[src/rtl/age_ordered_pool_arbiter.sv]
// Age-ordered arbiter locking a pool of shared units to requesting ports.
// Oldest eligible requesters receive the lowest-index idle units; long holds are evicted.
module age_ordered_pool_arbiter #(
  parameter int unsigned NUM_PORTS  = 8,
  parameter int unsigned NUM_UNITS  = 8,
  parameter int unsigned ID_WIDTH   = 16,
  parameter int unsigned HOLD_LIMIT = 64,
  localparam int unsigned UNIT_W    = (NUM_UNITS > 1) ? $clog2(NUM_UNITS) : 1
) (
  input  logic                          clk,
  input  logic                          rst_n,
  input  logic [NUM_PORTS-1:0]          req_valid,
  input  logic [NUM_PORTS*ID_WIDTH-1:0] req_id,
  input  logic                          flush,
  output logic [NUM_PORTS-1:0]          grant,
  output logic [NUM_PORTS*UNIT_W-1:0]   grant_unit,
  output logic [NUM_UNITS-1:0]          unit_busy,
  output logic [NUM_PORTS-1:0]          timeout_err
);

  localparam int unsigned PORT_W = (NUM_PORTS > 1) ? $clog2(NUM_PORTS) : 1;
  localparam int unsigned CNT_W  = (HOLD_LIMIT > 1) ? $clog2(HOLD_LIMIT) : 1;
  localparam int unsigned IDX_W  = $clog2(NUM_PORTS + NUM_UNITS + 1);
  localparam logic [CNT_W-1:0] CNT_MAX = CNT_W'(HOLD_LIMIT - 1);

  logic [NUM_UNITS-1:0] busy_q, busy_d;
  logic [PORT_W-1:0]    owner_q [NUM_UNITS];
  logic [PORT_W-1:0]    owner_d [NUM_UNITS];
  logic [CNT_W-1:0]     cnt_q   [NUM_UNITS];
  logic [CNT_W-1:0]     cnt_d   [NUM_UNITS];
  logic [NUM_PORTS-1:0] grant_q, grant_d;
  logic [NUM_PORTS-1:0] evicted_q, evicted_d;
  logic [NUM_PORTS-1:0] terr_q, terr_d;
  logic [UNIT_W-1:0]    gu_q [NUM_PORTS];
  logic [UNIT_W-1:0]    gu_d [NUM_PORTS];

  logic [ID_WIDTH-1:0]  id_c   [NUM_PORTS];
  logic [NUM_PORTS-1:0] elig_c;
  logic [IDX_W-1:0]     rank_c [NUM_PORTS];
  logic [IDX_W-1:0]     idle_idx_c;
  logic                 found_c;

  // Wrap-safe age compare: a is older when (a - b) is negative as a signed value.
  function automatic logic is_older(input logic [ID_WIDTH-1:0] id_a,
                                    input logic [ID_WIDTH-1:0] id_b,
                                    input logic                a_lower_idx);
    logic [ID_WIDTH-1:0] diff;
    diff = id_a - id_b;
    if (diff == '0) return a_lower_idx;
    return diff[ID_WIDTH-1];
  endfunction

  for (genvar gp = 0; gp < NUM_PORTS; gp++) begin : g_port
    assign id_c[gp] = req_id[gp*ID_WIDTH +: ID_WIDTH];
    assign grant_unit[gp*UNIT_W +: UNIT_W] = gu_q[gp];
  end

  assign elig_c      = req_valid & ~grant_q & ~evicted_q;
  assign grant       = grant_q;
  assign unit_busy   = busy_q;
  assign timeout_err = terr_q;

  // Rank of each eligible port = number of eligible ports older than it.
  always_comb begin
    for (int unsigned p = 0; p < NUM_PORTS; p++) begin
      rank_c[p] = '0;
      for (int unsigned q = 0; q < NUM_PORTS; q++) begin
        if (q != p && elig_c[q] && is_older(id_c[q], id_c[p], q < p)) begin
          rank_c[p] = rank_c[p] + IDX_W'(1);
        end
      end
    end
  end

  always_comb begin
    busy_d     = busy_q;
    owner_d    = owner_q;
    cnt_d      = cnt_q;
    grant_d    = grant_q;
    evicted_d  = evicted_q;
    terr_d     = terr_q;
    gu_d       = gu_q;
    idle_idx_c = '0;
    found_c    = 1'b0;

    if (flush) begin
      busy_d    = '0;
      grant_d   = '0;
      evicted_d = '0;
      for (int unsigned u = 0; u < NUM_UNITS; u++) cnt_d[u] = '0;
      for (int unsigned p = 0; p < NUM_PORTS; p++) gu_d[p] = '0;
    end else begin
      for (int unsigned p = 0; p < NUM_PORTS; p++) begin
        if (!req_valid[p]) evicted_d[p] = 1'b0;
      end

      // Release on dropped request, evict on expired hold, otherwise age the lock.
      for (int unsigned u = 0; u < NUM_UNITS; u++) begin
        if (busy_q[u]) begin
          if (!req_valid[owner_q[u]]) begin
            busy_d[u]             = 1'b0;
            cnt_d[u]              = '0;
            grant_d[owner_q[u]]   = 1'b0;
            gu_d[owner_q[u]]      = '0;
          end else if (cnt_q[u] == CNT_MAX) begin
            busy_d[u]             = 1'b0;
            cnt_d[u]              = '0;
            grant_d[owner_q[u]]   = 1'b0;
            gu_d[owner_q[u]]      = '0;
            terr_d[owner_q[u]]    = 1'b1;
            evicted_d[owner_q[u]] = 1'b1;
          end else begin
            cnt_d[u] = cnt_q[u] + CNT_W'(1);
          end
        end
      end

      // The k-th idle unit (current state) goes to the eligible port of rank k.
      for (int unsigned u = 0; u < NUM_UNITS; u++) begin
        if (!busy_q[u]) begin
          found_c = 1'b0;
          for (int unsigned p = 0; p < NUM_PORTS; p++) begin
            if (!found_c && elig_c[p] && rank_c[p] == idle_idx_c) begin
              found_c    = 1'b1;
              busy_d[u]  = 1'b1;
              owner_d[u] = PORT_W'(p);
              cnt_d[u]   = '0;
              grant_d[p] = 1'b1;
              gu_d[p]    = UNIT_W'(u);
            end
          end
          idle_idx_c = idle_idx_c + IDX_W'(1);
        end
      end
    end
  end

  always_ff @(posedge clk or negedge rst_n) begin
    if (!rst_n) begin
      busy_q    <= '0;
      grant_q   <= '0;
      evicted_q <= '0;
      terr_q    <= '0;
      for (int unsigned u = 0; u < NUM_UNITS; u++) begin
        owner_q[u] <= '0;
        cnt_q[u]   <= '0;
      end
      for (int unsigned p = 0; p < NUM_PORTS; p++) gu_q[p] <= '0;
    end else begin
      busy_q    <= busy_d;
      grant_q   <= grant_d;
      evicted_q <= evicted_d;
      terr_q    <= terr_d;
      owner_q   <= owner_d;
      cnt_q     <= cnt_d;
      gu_q      <= gu_d;
    end
  end

endmodule
[config.mk]
export PLATFORM = sky130hd
export DESIGN_NAME = age_ordered_pool_arbiter
export DESIGN_NICKNAME = d
export VERILOG_FILES = /design/src/rtl/age_ordered_pool_arbiter.sv
export SDC_FILE = /design/constraint.sdc
export NUM_CORES = 2
export LEC_CHECK = 0
export ABC_CLOCK_PERIOD_IN_PS = 10300
export CORE_MARGIN = 2
export CORE_UTILIZATION = 46
export DETAILED_ROUTE_END_ITERATION = 7
export GPL_TIMING_DRIVEN = 0
export PLACE_DENSITY_LB_ADDON = 0.05
export SYNTH_ARGS = -nofsm -noshare
export SYNTH_HDL_FRONTEND = slang
export SYNTH_SLANG_ARGS = --single-unit
[constraint.sdc]
create_clock -name clk -period 10.3 [get_ports clk]
set_clock_uncertainty 0.15 [all_clocks]
set_input_delay 2.06 -clock clk [delete_from_list [all_inputs] [get_ports clk]]
set_output_delay 2.06 -clock clk [all_outputs]
set_load 0.01 [all_outputs]
==> impl_metrics.py <==
metrics = {
    "logic_synthesis": {
        "synthDistinctLibCells": 121,
        "yosys.area.top_type_share_pct": 24.43,
        "synthCells": 6100,
        "postSynthRegisterBits": 128,
        "yosys-top-cells-area": "ha_1 (24%), dfrtp_1 (6.9%), xnor2_1 (5.1%)",
        "synth_nets": 7141,
        "syn_area_sq_um": 46200,
        "synth_top_cell_by_area": "ha_1",
        "yosys_warnings": 0,
        "synth_edf_count": 0,
        "ys_async_sr_fraction_pct": 100.0,
        "yosysSeqAreaShare_pct": 6.933,
        "syn_area_per_cell_sq_um": 7.574,
        "ys.flop_type": "dfrtp_1",
    },
    "clock_network": {
        "clkSlewWorstSetupHoldPaths_ns": 0.05,
        "cts.path.max_buffers": 3,
        "cts_buffers": 25,
        "hold_buffers": 0,
        "cts-root-buf": "clkbuf_16",
        "clock_sinks": 128,
        "cts_tree": "built",
        "clk_latency_ns": 0.51,
        "ctsHtreeMaxLevel": 4,
    },
    "global_route": {
        "grt_overflow": 0,
        "grt_pass1_wl_microns": 348200,
        "antenna_found_initial": 20,
        "track_usage_pct": 46.81,
        "grt_pass1_vias": 49030,
        "grt_max_degree": 89,
    },
    "timing": {
        "fmax_mhz": 85.69,
        "finalSetupViolations": 112,
        "finalMaxSlewViolations": 11,
        "hold_viol_final": 0,
        "fin_ws_ns": -1.370,
        "tns_ns": -112.71,
        "worstMarginPinSlew_ns": 1.622,
        "slew_headroom_pct": -8.388,
        "rsz0062_at_grt": "true",
        "layout_min_cycle_time_ns": 11.67,
        "timing.hold.ws_ns": 0.3156,
        "finalCritPeriodShare_pct": 113.3,
    },
    "floorplan": {
        "die_h_microns": 320.9,
        "pin_count": 187,
        "core-area_sq_um": 99860,
        "die_w_microns": 320.9,
        "row_count": 116,
        "initial_core_util_pct": 46.27,
        "design.die.area_sq_um": 103000,
    },
    "layout": {
        "area_growth_pct": 19.57,
        "regArea_sq_um": 3203,
        "final_cell_area_sq_um": 55240,
        "drive_gt1_share_pct": 14.61,
        "multi_input_area_sq_um": 43390,
        "final_cell_mix": "ha_1 (883), nand2_1 (422), nor2_1 (421), a21oi_1 (396), buf_4 (261)",
        "layout.nets": 7636,
        "n_fill_cell": 9596,
        "final_common_cell": "ha_1",
        "fin_cells": 7914,
    },
    "drt": {
        "drc": 0,
        "vias": 54560,
        "vias_per_cell": 6.894,
        "wire_per_inst_microns": 32.05,
        "drt_iter0_markers": 7379,
        "antenna_left": 0,
        "firstDrtPassIters": 8,
        "drt-total-wl_microns": 253600,
    },
    "worst_hold_path": {
        "hold_path_class": "flip-flop to flip-flop",
    },
    "place": {
        "dp_hpwl_microns": 192900,
        "dp.cells": 7586,
        "numPortBuffers": 178,
        "placed_area_sq_um": 50160,
        "gp_congestion": 1.055,
        "place_ws_ns": -4.888,
    },
    "worst_setup_path": {
        "crit_path_start_kind": "primary input",
        "crit_arrival_ns": 11.85,
        "worst_path_most_repeated_cell": "ha_1",
        "critPathMaxFanout": 8,
        "cp-end-kind": "flip-flop",
        "slowest_stage": "a2111oi_0",
        "cpPeakStageDelay_ns": 0.62,
        "required_ns": 10.48,
        "crit_type": "primary input to flip-flop",
    },
    "power": {
        "power_density_nw_per_um2": 347.7,
        "ir_drop_v": 0.0006198,
        "power.leakage_nw": 24.18,
    },
    "outcome": {
        "violations": "max-capacitance violations, max-slew violations, negative setup slack",
        "status": "finished with violations",
    },
    "run": {
        "drv_cap": 3,
    },
}
==> synth_stat cells, types with 35 or more instances <==
cell type    n
mux2i_1     70
a21oi_1    427
nor4_1      75
nor2b_1    118
nor2_1     441
o22ai_1     35
or4_1       36
or2_2       44
a2111oi_0   42
a21boi_0    44
o31ai_1     49
clkbuf_1   142
nand3_1    212
o21a_1     118
nand4_1     93
xor2_1     116
nand2b_1   122
a21o_1     191
xnor2_1    267
nor3_1     183
inv_1      293
or3_1       74
dfrtp_1    128
ha_1       902
a31oi_1     74
nand2_1    425
o21ai_0    287
and2_1      80
and3_1      72
o211ai_1    87
a211oi_1    84
==> routing by layer <==
metal | wire [microns] | GRT usage (%) | vias up
met2 | 97590 | 64.93 | 3672
met1 | 99490 | 60.46 | 26140
met4 | 18560 | 27.72 | 10
met5 | 64 | 0 | -
met3 | 37950 | 18.56 | 809
li1 | - | - | 23930
==> final cells by class <==
class,count,area share [%]
multi-input combinational,5495,78.55
timing repair buffer,472,7.646
sequential,128,5.798
tap,1298,2.940
inverter,302,2.446
buffer,171,1.271
clock buffer,31,1.264
antenna,16,0.07248
clock inverter,1,0.01359
==> worst max-delay path, delay by kind of cell <==
family	cells	cell delay, ns
fa+ha+maj	6	2.05
compound gates	12	2.85
mux	2	0.64
buf+inv	4	1.38
simple gates	12	2.84
==> sequential cells by signal, summed over array words and instances (netlist names) <==
| signal | flops |
|---|---|
| grant | 8 |
| evicted_q | 8 |
| grant_unit | 24 |
| cnt_q | 48 |
| unit_busy | 8 |
| owner_q | 24 |
| timeout_err | 8 |
==> final timing paths <==
path,from,end,slack (ns),cells after the start
max in group asynchronous,rst_n,cnt_q[4],7.82,2
min in group asynchronous,rst_n,cnt_q[32],1.32,1
min,timeout_err[5],timeout_err[5],0.32,1
max,req_id[93],grant[7],-1.37,36
min reg2reg,timeout_err[5],timeout_err[5],0.32,1
max reg2reg,unit_busy[0],owner_q[0],-1.07,31
==> cell families (layout without fill, tap and decap cells) <==
logic type | Yosys count | count (layout) | synth area share [%]
mux | 110 | 110 | 2.597
other cells | 0 | 16 | 0
compound gates | 1892 | 1892 | 28.27
buf+inv | 477 | 977 | 3.965
simple gates | 2166 | 2166 | 24.62
xor+xnor | 425 | 425 | 9.191
flops | 128 | 128 | 6.933
fa+ha+maj | 902 | 902 | 24.43
==> per-stage QoR <==
stage | total power [W] | util [%]
floorplan | 0.009976 | -
global placement | 0.01383 | 50.07
detailed placement | 0.01401 | 50.23
CTS | 0.01758 | 54.29
global route | 0.01988 | 55.28
finish | 0.01921 | 55.32
==> repair_timing <==
item,4_1_cts,5_1_grt
resized for setup,620,164
endpoints found under the hold margin,0,0
pin swaps,96,65
setup buffers,238,46
setup endpoints to repair,112,112
==> power by group <==
group | leakage [nW] | switching (W) | internal, W
Clock | 0.345 | 0.000253 | 0.000466
Sequential | 1.70 | 0.000114 | 0.000654
Combinational | 22.1 | 0.0105 | 0.00724
Note: power is estimated with default switching activity, not from simulation.
